$ cat src/rtl/txuart_pkg.sv
// txuart_pkg -- definitions shared by the UART transmitter and the future receiver.
//   * Bit positions of the fields in the 29-bit setup word.
//   * Encoding of the data-width field.
//   * The transmitter/receiver state encoding.
//   * Helper functions for the data mask and the index of the last data bit.
package txuart_pkg;

   localparam int SETUP_W     = 29;
   localparam int DIV_W       = 24;
   localparam int DBITS_HI    = 28;
   localparam int DBITS_LO    = 27;
   localparam int STOP2_BIT   = 26;
   localparam int PAR_EN_BIT  = 25;
   localparam int PAR_ODD_BIT = 24;

   // Data-width field: 00 selects 8 bits, and each step down removes one bit.
   typedef enum logic [1:0] {
      DBITS_8 = 2'b00,
      DBITS_7 = 2'b01,
      DBITS_6 = 2'b10,
      DBITS_5 = 2'b11
   } dbits_e;

   typedef enum logic [2:0] {
      ST_IDLE   = 3'd0,
      ST_START  = 3'd1,
      ST_DATA   = 3'd2,
      ST_PARITY = 3'd3,
      ST_STOP   = 3'd4,
      ST_BREAK  = 3'd5
   } uart_state_e;

   // Keeps only the configured number of low data bits.
   function automatic logic [7:0] data_mask(input dbits_e dbits);
      return 8'hFF >> dbits;
   endfunction

   // Index of the last data bit: 7 for 8 bits, down to 4 for 5 bits.
   function automatic logic [2:0] last_bit_idx(input dbits_e dbits);
      return 3'd7 - {1'b0, dbits};
   endfunction

endpackage

$ cat src/rtl/txuart_baudgen.sv
// txuart_baudgen -- baud divider for the UART transmitter.
// The divider loads D-1 (with D clamped to at least 2) and counts down to zero,
// so one bit period lasts exactly D clocks.
//   i_clk   : clock
//   i_reset : synchronous active-high reset (counter cleared to 0)
//   i_load  : reload the counter from i_div
//   i_div   : clocks per baud, D
//   o_zero  : baud strobe (the counter is at zero, i.e. the last clock of a bit)
//   o_one   : the counter is at one (the second-to-last clock of a bit)
module txuart_baudgen
   import txuart_pkg::*;
(
   input  logic             i_clk,
   input  logic             i_reset,
   input  logic             i_load,
   input  logic [DIV_W-1:0] i_div,
   output logic             o_zero,
   output logic             o_one
);

   logic [DIV_W-1:0] cnt_q;
   logic [DIV_W-1:0] cnt_d;

   always_comb begin
      cnt_d = cnt_q;
      if (i_load) begin
         // D below 2 is treated as 2, so "one" always precedes "zero".
         cnt_d = (i_div < DIV_W'(2)) ? DIV_W'(1) : i_div - DIV_W'(1);
      end else if (cnt_q != '0) begin
         cnt_d = cnt_q - DIV_W'(1);
      end
   end

   always_ff @(posedge i_clk) begin
      if (i_reset) cnt_q <= '0;
      else         cnt_q <= cnt_d;
   end

   assign o_zero = (cnt_q == '0);
   assign o_one  = (cnt_q == DIV_W'(1));

endmodule

$ cat src/rtl/txuart_cfg.sv
// txuart_cfg -- configurable UART transmitter with break support.
// It sends 5 to 8 data bits, LSB first, with optional even or odd parity and
// one or two stop bits. The data and the frame setup are latched when a write
// is accepted.
//   i_clk     : clock (rising edge)
//   i_reset   : synchronous active-high reset
//   i_setup   : [28:27] data bits, [26] two stop bits, [25] parity enable,
//               [24] odd parity, [23:0] clocks per baud
//   i_wr      : write request, accepted only when idle and no break is requested
//   i_data    : byte to send
//   i_break   : hold the line low (break) while high
//   o_busy    : a frame or break is in progress
//   o_uart_tx : registered serial output, idle high
module txuart_cfg
   import txuart_pkg::*;
#(
   parameter logic [SETUP_W-1:0] INITIAL_SETUP = 29'h000008B
)(
   input  logic               i_clk,
   input  logic               i_reset,
   input  logic [SETUP_W-1:0] i_setup,
   input  logic               i_wr,
   input  logic [7:0]         i_data,
   input  logic               i_break,
   output logic               o_busy,
   output logic               o_uart_tx
);

   uart_state_e        state_q;
   logic [SETUP_W-1:0] setup_q;
   logic [7:0]         data_q;
   logic [2:0]         bit_cnt_q;
   logic               par_q;
   logic               stop2_q;
   logic               tx_q;
   logic               busy_q;

   logic               baud_zero;
   logic               baud_one;
   logic               accept;
   logic               baud_load;
   logic [DIV_W-1:0]   baud_div;

   // busy_q is already low on the last stop clock, so that clock also accepts
   // a back-to-back write.
   assign accept = i_wr && !busy_q && !i_break &&
                   ((state_q == ST_IDLE) || ((state_q == ST_STOP) && baud_zero));

   // Reload on every bit boundary. In BREAK the counter is reloaded on every
   // clock, so the closing mark starts with a full period.
   assign baud_load = accept || (state_q == ST_BREAK) ||
                      ((state_q != ST_IDLE) && baud_zero);
   assign baud_div  = accept ? i_setup[DIV_W-1:0] : setup_q[DIV_W-1:0];

   txuart_baudgen u_baudgen (
      .i_clk   (i_clk),
      .i_reset (i_reset),
      .i_load  (baud_load),
      .i_div   (baud_div),
      .o_zero  (baud_zero),
      .o_one   (baud_one)
   );

   always_ff @(posedge i_clk) begin
      if (i_reset) begin
         state_q   <= ST_IDLE;
         setup_q   <= INITIAL_SETUP;
         data_q    <= '0;
         bit_cnt_q <= '0;
         par_q     <= 1'b0;
         stop2_q   <= 1'b0;
         tx_q      <= 1'b1;
         busy_q    <= 1'b0;
      end else if (accept) begin
         state_q <= ST_START;
         setup_q <= i_setup;
         data_q  <= i_data & data_mask(dbits_e'(i_setup[DBITS_HI:DBITS_LO]));
         tx_q    <= 1'b0;
         busy_q  <= 1'b1;
      end else begin
         case (state_q)
            ST_IDLE: begin
               if (i_break) begin
                  state_q <= ST_BREAK;
                  tx_q    <= 1'b0;
                  busy_q  <= 1'b1;
               end
            end
            ST_START: begin
               if (baud_zero) begin
                  state_q   <= ST_DATA;
                  tx_q      <= data_q[0];
                  data_q    <= data_q >> 1;
                  bit_cnt_q <= last_bit_idx(dbits_e'(setup_q[DBITS_HI:DBITS_LO]));
                  // data_q is already masked, so the XOR covers only the sent bits.
                  par_q     <= (^data_q) ^ setup_q[PAR_ODD_BIT];
               end
            end
            ST_DATA: begin
               if (baud_zero) begin
                  if (bit_cnt_q != 3'd0) begin
                     tx_q      <= data_q[0];
                     data_q    <= data_q >> 1;
                     bit_cnt_q <= bit_cnt_q - 3'd1;
                  end else if (setup_q[PAR_EN_BIT]) begin
                     state_q <= ST_PARITY;
                     tx_q    <= par_q;
                  end else begin
                     state_q <= ST_STOP;
                     tx_q    <= 1'b1;
                     stop2_q <= setup_q[STOP2_BIT];
                  end
               end
            end
            ST_PARITY: begin
               if (baud_zero) begin
                  state_q <= ST_STOP;
                  tx_q    <= 1'b1;
                  stop2_q <= setup_q[STOP2_BIT];
               end
            end
            ST_STOP: begin
               if (baud_zero) begin
                  if (stop2_q) begin
                     stop2_q <= 1'b0;
                  end else if (i_break) begin
                     state_q <= ST_BREAK;
                     tx_q    <= 1'b0;
                     busy_q  <= 1'b1;
                  end else begin
                     state_q <= ST_IDLE;
                     tx_q    <= 1'b1;
                     busy_q  <= 1'b0;
                  end
               end else if (baud_one && !stop2_q) begin
                  // busy_q falls one clock early so it is low on the last stop clock.
                  busy_q <= 1'b0;
               end
            end
            ST_BREAK: begin
               // The mark after a break reuses STOP as a single stop bit.
               if (!i_break) begin
                  state_q <= ST_STOP;
                  tx_q    <= 1'b1;
                  stop2_q <= 1'b0;
               end
            end
            default: begin
               state_q <= ST_IDLE;
               tx_q    <= 1'b1;
               busy_q  <= 1'b0;
            end
         endcase
      end
   end

   assign o_busy    = busy_q;
   assign o_uart_tx = tx_q;

endmodule

$ cat config.mk
export PLATFORM = sky130hd
export DESIGN_NAME = txuart_cfg
export DESIGN_NICKNAME = d
export VERILOG_FILES = /design/src/rtl/txuart_pkg.sv /design/src/rtl/txuart_baudgen.sv /design/src/rtl/txuart_cfg.sv
export SDC_FILE = /design/constraint.sdc
export NUM_CORES = 1
export LEC_CHECK = 0
export CORE_ASPECT_RATIO = 1.1
export CORE_MARGIN = 4
export CORE_UTILIZATION = 40
export DETAILED_ROUTE_END_ITERATION = 10
export SLEW_MARGIN = 10
export SYNTH_ARGS = -nofsm -noshare
export SYNTH_HDL_FRONTEND = slang
export SYNTH_SLANG_ARGS = --single-unit
$ cat constraint.sdc
create_clock -name i_clk -period 4.05 [get_ports i_clk]
set_input_delay 0.6075 -clock i_clk [delete_from_list [all_inputs] [get_ports i_clk]]
set_output_delay 0.6075 -clock i_clk [all_outputs]
set_load 0.01 [all_outputs]
* Yosys cells after proc, flatten, opt, wreduce, memory -nomap -nowiden
Index checks and enable logic that the tools add are counted.
Widths: inputs -> output; s select.
** Cells by class
- $add $sub $neg :: 4
- Order comparisons :: 1
- Equality and inequality tests :: 28
- Shift operators :: 1
- Muxes and demuxes :: 51
- Bitwise logic cells :: 3
- Reductions and logical operators :: 32
** Operators with widths (count)
- $mux 24 :: 4
- $sub 24x1->24 const B :: 2
- $mux 3 :: 13
- $mux 8 :: 4
- $ne 3x3->1 const B :: 9
- $eq 24x1->1 const B :: 1
- $logic_not 24->1 :: 1
- $lt 24x2->1 const B :: 1
- $mux 1 :: 24
- $reduce_and 8->1 :: 3
- $reduce_bool 24->1 :: 1
- $ne 2x2->1 const B :: 10
- $pmux 3 s6 :: 1
- $pmux 8 s2 :: 1
- $reduce_bool 3->1 :: 3
- $and 8x8->8 :: 1
- $reduce_and 4->1 :: 2
- $reduce_xor 8->1 :: 1
- $shr 8x2->8 const A :: 1
- $reduce_and 7->1 :: 1
- $eq 3x2->1 const B :: 2
- $eq 3x3->1 const B :: 2
- $logic_and 1x1->1 :: 6
- $pmux 1 s6 :: 1
- other kinds (20) :: 25
** Storage, ports and cells
- Register bits after elaboration :: 71
- Input bits :: 41
- Output and inout bits :: 2
- Word-level logic and storage cells :: 130

* Logic depth before layout (Yosys ltp)
Gate-level depths: netlist of the first run.
- Depth after elaboration :: 8
- Gate-level depth with buffers :: 12
- Depth with buffers taken out :: 9

* Modules after synthesis
A second synthesis of the first run with hierarchy kept.
** Second synthesis, totals
- Cell total of the unflattened synthesis :: 486
- Area, all modules :: 4331.7 µm²
** Modules (own cells, without submodules)
- txuart_cfg :: instances 1, cells an instance 260, area an instance 2419.8 µm², seq. area each 940.9 µm²
- txuart_baudgen :: instances 1, cells an instance 226, area an instance 1911.8 µm², seq. area each 480.5 µm²

* Worst setup path before layout of the first run
OpenSTA, ideal clock, no wires.
- Path kind :: input to register
- Start point :: input i_setup[16]
- End point :: register u_baudgen.cnt_q[19]
- Setup time :: 134 ps
- Arrival time :: 2352 ps
- Required time :: 3916 ps
- Path slack :: 1565 ps
- Cell stages on the path :: 9
- Buffers on the path :: 2
- Cells stage by stage :: or3_1 -> or3_1 -> nor4_1 -> nand3_1 -> and4b_1 -> buf_4 -> nand2b_1 -> buf_4 -> o22ai_1
** Between the ends
- Longest elaborated chain between the ends :: 4
- Elaborated cells on any way between the ends :: 5
- Those cells by class :: 1 x add/sub; 1 x order compare; 3 x mux
** Ends and longest elaborated chain
- from (decl) :: RTL line txuart_cfg.sv:21 : input logic [SETUP_W-1:0] i_setup,
- $mux 24 * :: RTL line txuart_cfg.sv:53 : assign baud_div = accept ? i_setup[DIV_W-1:0] : setup_q[DIV_W-1:0];
- $sub 24x1->24 or $lt 24x2->1 (tied branches) :: RTL line txuart_baudgen.sv:28 : cnt_d = (i_div < DIV_W'(2)) ? DIV_W'(1) : i_div - DIV_W'(1);
- $mux 24 * :: RTL line txuart_baudgen.sv:28
- $mux 24 * :: RTL line txuart_baudgen.sv:26 : if (i_load) begin
- to (signal assigned) :: RTL line txuart_baudgen.sv:36 : else cnt_q <= cnt_d;
- to (decl) :: RTL line txuart_baudgen.sv:21 : logic [DIV_W-1:0] cnt_q;
Mark *: on every way between the ends. The rest lies on a longest branch, timed or not.
A chain may end at the register's enable or synchronous reset.

* Final worst setup path of the first run
- Start point :: register u_baudgen.cnt_q[0]
- End point :: register u_baudgen.cnt_q[17]
** Between the ends
- Longest elaborated chain between the ends :: 8
- Elaborated cells on any way between the ends :: 16
- Those cells by class :: 2 x add/sub; 1 x order compare; 4 x mux; 9 x reduce/logical
** Ends and longest elaborated chain
- $logic_not 24->1 :: RTL line txuart_baudgen.sv:39 : assign o_zero = (cnt_q == '0);
- $logic_and 1x1->1 :: RTL line txuart_cfg.sv:47 : ((state_q == ST_IDLE) || ((state_q == ST_STOP) && baud_zero));
- $logic_or 1x1->1 :: RTL line txuart_cfg.sv:47
- $logic_and 1x1->1 :: RTL line txuart_cfg.sv:46 : assign accept = i_wr && !busy_q && !i_break &&
- $mux 24 :: RTL line txuart_cfg.sv:53
- $sub 24x1->24 or $lt 24x2->1 (tied branches) :: RTL line txuart_baudgen.sv:28
- $mux 24 :: RTL line txuart_baudgen.sv:28
- $mux 24 :: RTL line txuart_baudgen.sv:26
Several ways; a longest one is shown, not always the timed one. The select of a mux whose other input is x is not followed.

==> results.txt, run 1 <==
Run status - completed
Hold crit path type - register to register
Drt drc - 0
Reg2reg end - u_baudgen.cnt_q[17]
TritonRoute pass-1 iters - 4
Vias in the first global route - 4400
Total CTS buffers - 9
CTS sink count - 71
Worst Skew - 8.00 ps
CTS Buffer Depth - 2
Area taken by multi-input logic gates - 3100 sq um
Post-CTS Setup Repair Bufs - 0
Worst-skew pair later-pin latency - 340 ps
VDD IR max - 0.000290 V
Startpoint Class - register
RSZ-0062 raised after global routing - no
Cells after Synth - 610
CP max FO - 12
Synth area leaders - dfxtp_1 (30%), nand2_1 (7.5%), a21oi_1 (5.3%), xnor2_1 (4.8%), xor2_1 (4.0%)
CTS-repair resized insts - 0
WP data arrival - 3450 ps
Core area - 11600 sq um
Vias/cell - 5.77
Synth Cell Area - 4780 sq um
Root Driver - clkbuf_16
Max Cap Viol - 0
Worst slew pin tran - 699 ps
# placed instances - 773
Grt ovf - 0
Die X - 112 um
EDFF count, synth - 0
Mean Syn Cell Area - 7.84 sq um
Area Overhead vs Synth - 16.5%
Predominant post-synthesis flop cell - dfxtp_1
Worst reg2reg path depth - 9
CP Class - register to register
Async set-reset flop share out of synthesis - 0
Via Count - 4556
# diodes - 0
Total die area - 13800 sq um
CTS tree - built
#FFs+latches synth - 71
Die height - 123 um
Layout Cells excl Fill - 789
Max Slew Vio Count - 0
Post-DP HPWL - 9.91 mm
Reg area - 1420 sq um
Post-route ant nets - 0
Reg-to-reg slack, setup - 830 ps
Io pins - 43
Most common cell after layout, fill and taps aside - nand2_1
Met1 usage - 0.255
Setup TNS Final - 0 ps
Static Leak - 2.06 nW
Area leader, netlist - dfxtp_1
Initial antenna violation count - 0
Met2 Use GR - 0.339
Clock slew at reported path FFs - 60 ps
Crit Reg-Reg Startpoint - u_baudgen.cnt_q[0]
Crit path capture - u_baudgen.cnt_q[17]
IO Port Bufs - 42
Initial core utilization - 0.412
Layout cell share with drive strength beyond 1 - 0.0798
GPL Wtd Cong - 0.892
Detailed Route Iter0 Violations - 357
GRT busiest layer - met2
Post-layout min period - 3220 ps
Most frequent cells in the layout - nand2_1 (96), dfxtp_1 (71), a21oi_1 (51), nor2_1 (49), clkdlybuf4s50_1 (41)
Headroom to the max-slew limit - 0.533
Synth warnings - 0
Upper clock frequency limit - 311 MHz
Tot GR Track Use - 0.199
Crit share post-route - 0.794
Cell Rows - 41
Post-CTS Hold Buffers - 0
Sequential area share after synthesis - 0.297
Critical Path Start - u_baudgen.cnt_q[0]
Fill cells - 1222
PwrDens - 719 nW/um^2
Nature of the critical path endpoint - register
Largest net degree at the start of global routing - 46
Nets@finish - 683
Critical Path RT - 4290 ps
# H-tree levels - 3
Synth cell types - 77
Final setup violation count - 0
Syn nets - 659
First-pass GRT wire length - 22.3 mm
Hold Fails Final Rpt - 0
Routed WL - 13.5 mm
Met3 usage in global routing - 0.0419
Top cell type's share of synthesized area - 0.297
Routed wire per std cell - 17.1 um
-- synthesized netlist by cell type, drive strengths merged, types with 8 or more instances --
cell	n
dfxtp	71
ha	8
clkbuf	16
nand4	9
buf	21
o22ai	9
nand2b	8
nor2	50
a21oi	51
mux2i	16
nor4	17
a211oi	11
nand3	18
nand2	98
or3	8
nor3	29
xnor2	26
inv	14
xor2	22
o21ai	22
-- report_power, final --
part           switching (mW)  internal (mW)  total [mW]
Sequential              0.239          0.890        1.13
Clock                   0.298          0.572       0.871
Combinational            1.21          0.801        2.01
Total                    1.74           2.26        4.01
-- final cells by class --
| type | count | share of cell area |
|---|---|---|
| sequential | 71 | 0.255 |
| tap | 150 | 0.0337 |
| timing repair buffer | 50 | 0.0854 |
| multi-input combinational | 487 | 0.557 |
| clock inverter | 3 | 0.0117 |
| clock buffer | 13 | 0.0467 |
| inverter | 15 | 0.0101 |
-- critical path, cell delays in order (launching register included) --
cell and delay (ps):
dfxtp_1 350, inv_1 140, ha_1 230, nor3b_1 480, nand4b_4 210, o21a_1 330, o21ai_1 190, and4b_1 460
nand2b_1 370, o32ai_1 360
-- sequential cells by signal (all words and copies together) (netlist names) --
register	cells
stop2_q	1
setup_q	29
bit_cnt_q	3
o_uart_tx	1
u_baudgen.cnt_q	24
o_busy	1
state_q	3
par_q	1
data_q	8
-- per-layer routing --
| layer | routed length (um) | part of all wire |
|---|---|---|
| met5 | 0 | 0 |
| met4 | 157 | 0.012 |
| met3 | 781 | 0.058 |
| met2 | 6700 | 0.50 |
| met1 | 5890 | 0.44 |
-- how the worst min path moves through the flow --
stage,start,endpoint,depth (start not counted)
after global placement,setup_q[24],setup_q[24],2
after CTS,setup_q[28],setup_q[28],2
final,setup_q[28],setup_q[28],2
after floorplan,setup_q[26],setup_q[26],2
after global routing,setup_q[18],setup_q[18],2
after detailed placement,setup_q[28],setup_q[28],2
-- metrics by stage --
step                utilization  hold WS [ps]  setup WS, ps  total power [mW]  area, sq um
floorplan                     -           431          1560              2.66         4780
global placement          0.452           457           762              3.09         5240
detailed placement        0.452           454           687              3.12         5240
CTS                       0.480           462           846              4.01         5570
global route              0.480           491           618              4.30         5570
finish                    0.480           460           834              4.01         5570
-- kinds of logic (layout without fill, tap and decap cells) --
family | after synthesis | count (layout) | share of synthesized area
buffers and inverters | 52 | 81 | 0.0542
AND/OR/NAND/NOR | 264 | 264 | 0.287
adder cells (fa/ha/maj) | 8 | 8 | 0.0209
AO/OA/AOI/OAI | 150 | 150 | 0.217
XOR/XNOR | 48 | 48 | 0.0880
multiplexers | 17 | 17 | 0.0359
flip-flops | 71 | 71 | 0.297
Note: power is estimated with default switching activity, not from simulation.
==> run 2, diff against run 1 <==
==> constraint.sdc (replaced) <==
create_clock -name i_clk -period 3.3 [get_ports i_clk]
set_input_delay 0.495 -clock i_clk [delete_from_list [all_inputs] [get_ports i_clk]]
set_output_delay 0.495 -clock i_clk [all_outputs]
set_load 0.01 [all_outputs]
==> run 2 against run 1 <==
Flip-flop and latch count did not move. Register-to-register slack got worse by 370 ps. Largest cell class unchanged. Critical path type unchanged. Setup slack got worse by 370 ps. Core utilization rose by 1.1 points. First-iteration DRC count fell by 25%. Routed wire length fell by 0.13%. Sequential share of layout area fell by 0.56 points.
==> results.txt, run 2 (synthesized netlist as in run 1, its figures left out) <==
Run status - completed (unchanged)
Reg2reg end - data_q[1] (was u_baudgen.cnt_q[17])
Drt drc - 0 (unchanged)
Via Count - 4620 (was 4556)
Vias/cell - 5.73 (was 5.77)
CP Class - register to register (unchanged)
Startpoint Class - register (unchanged)
CP max stage cell - a211oi_4 (was nor3b_1)
Largest net degree at the start of global routing - 38 (was 46)
Most common cell after layout, fill and taps aside - nand2_1 (unchanged)
Worst reg2reg path depth - 8 (was 9)
Fill cells - 1116 (was 1222)
Nature of the critical path endpoint - register (unchanged)
Critical Path Start - u_baudgen.cnt_q[1] (was u_baudgen.cnt_q[0])
Tot GR Track Use - 0.201 (was 0.199)
Hold crit path type - register to register (unchanged)
Reg-to-reg slack, setup - 460 ps (was 830 ps)
Number of flip-flops in the largest register - 29 (unchanged)
Reg area - 1420 sq um (unchanged)
Most frequent cells in the layout - nand2_1 (96), dfxtp_1 (71), a21oi_1 (51), nor2_1 (49), clkdlybuf4s50_1 (41) (unchanged)
Max incr delay on CP - 640 ps (was 480 ps)
Cell Rows - 41 (unchanged)
GPL Wtd Cong - 0.923 (was 0.892)
Crit Reg-Reg Startpoint - u_baudgen.cnt_q[1] (was u_baudgen.cnt_q[0])
HP Start - setup_q[24] (was setup_q[28])
Static Leak - 2.14 nW (was 2.06 nW)
Largest reg by FF count - setup_q (unchanged)
Clock slew at reported path FFs - 50 ps (was 60 ps)
Headroom to the max-slew limit - 0.504 (was 0.533)
Grt ovf - 0 (unchanged)
Root Driver - clkbuf_16 (unchanged)
CTS tree - built (unchanged)
Crit share post-route - 0.860 (was 0.794)
Initial core utilization - 0.412 (unchanged)
Vias in the first global route - 4556 (was 4400)
CP max FO - 13 (was 12)
Io pins - 43 (unchanged)
RSZ-0062 raised after global routing - no (unchanged)
Hold path endpoint - setup_q[24] (was setup_q[28])
Critical Path RT - 3540 ps (was 4290 ps)
Fin util - 0.491 (was 0.480)
Detailed Route Iter0 Violations - 267 (was 357)
VDD IR max - 0.000389 V (was 0.000290 V)
IO Port Bufs - 42 (unchanged)
Max Slew Vio Count - 0 (unchanged)
Die height - 123 um (unchanged)
Upper clock frequency limit - 352 MHz (was 311 MHz)
Max Cap Viol - 0 (unchanged)
# diodes - 0 (unchanged)
Layout cell share with drive strength beyond 1 - 0.105 (was 0.0798)
Biggest regs - setup_q (29), u_baudgen.cnt_q (24), data_q (8) (unchanged)
Total die area - 13800 sq um (unchanged)
Worst-skew pair later-pin latency - 340 ps (about the same)
Post-CTS Hold Buffers - 0 (unchanged)
Area Overhead vs Synth - 19.1% (was 16.5%)
CTS sink count - 71 (unchanged)
Cells along the critical path - inv_1, ha_1, nor3b_1, nand4b_4, or2_1, a211oi_4, mux2i_1, a211oi_1 (was inv_1, ha_1, nor3b_1, nand4b_4, o21a_1, o21ai_1, and4b_1, nand2b_1, o32ai_1)
Nets@finish - 700 (was 683)
Final setup violation count - 0 (unchanged)
Die X - 112 um (unchanged)
WP data arrival - 3080 ps (was 3450 ps)
Routed wire per std cell - 16.8 um (was 17.1 um)
Post-CTS Setup Repair Bufs - 0 (unchanged)
Post-layout min period - 2840 ps (was 3220 ps)
Setup TNS Final - 0 ps (unchanged)
# H-tree levels - 3 (unchanged)
Core area - 11600 sq um (unchanged)
Routed WL - 13.5 mm (about the same)
CTS Buffer Depth - 2 (unchanged)
Total CTS buffers - 9 (unchanged)
Worst Skew - 12.4 ps (was 8.00 ps)
Hold Fails Final Rpt - 0 (unchanged)
Post-DP HPWL - 10.0 mm (was 9.91 mm)
Area taken by multi-input logic gates - 3100 sq um (unchanged)
Hold depth - 2 (unchanged)
PwrDens - 869 nW/um^2 (was 719 nW/um^2)
Post-route ant nets - 0 (unchanged)
CTS-repair resized insts - 0 (unchanged)
First-pass GRT wire length - 22.4 mm (was 22.3 mm)
Initial antenna violation count - 0 (unchanged)
TritonRoute pass-1 iters - 5 (was 4)
Worst slew pin tran - 741 ps (was 699 ps)
-- run 2: layout make-up --
cell class	count	share of cell area
clock buffers	13	0.0475
multi-input cells	487	0.545
clock inverters	3	0.00703
inverters	15	0.00989
flip-flops and latches	71	0.250
well taps	150	0.0330
repair buffers	67	0.108
-- run 2: through the flow --
step / power [mW] / worst slack (ps) / cells / instance area [sq um] / hold slack, ps
finish: 4.95 / 463 / 806 / 5690 / 469
global route: 5.32 / 263 / 806 / 5690 / 492
CTS: 4.95 / 461 / 806 / 5690 / 471
detailed placement: 3.92 / 250 / 790 / 5380 / 464
global placement: 3.89 / 324 / 790 / 5380 / 458
floorplan: 3.27 / 927 / 610 / 4780 / 431
-- run 2: metal layers --
metal  up-vias  GRT usage  routed length (um)
met1      2187      0.250                6020
met3        21     0.0390                 661
li1       2290          -                   -
met2       122      0.343                6600
met4         0     0.0796                 224
met5         -          0                   0
-- run 2: power breakdown --
part	leakage [nW]	total [mW]	internal, mW	switching [mW]
registers	0.579	1.38	1.09	0.286
logic	1.40	2.56	1.05	1.50
clock network	0.156	1.01	0.645	0.368
-- run 2: worst max-delay path by stage --
stage | endpoint | slack, ps | cells past startpoint
floorplan | u_baudgen.cnt_q[19] | 930 | 9
detailed placement | u_baudgen.cnt_q[11] | 250 | 9
global placement | u_baudgen.cnt_q[17] | 320 | 8
finish | data_q[1] | 460 | 8
CTS | data_q[1] | 460 | 8
global route | data_q[5] | 260 | 8
-- run 2: critical path, delay by kind of cell, from the launching register on --
| kind | cells | cell delay (ps) |
|---|---|---|
| simple gates | 3 | 950 |
| compound gates | 2 | 920 |
| flops | 1 | 320 |
| fa+ha+maj | 1 | 220 |
| mux | 1 | 170 |
| buf+inv | 1 | 160 |
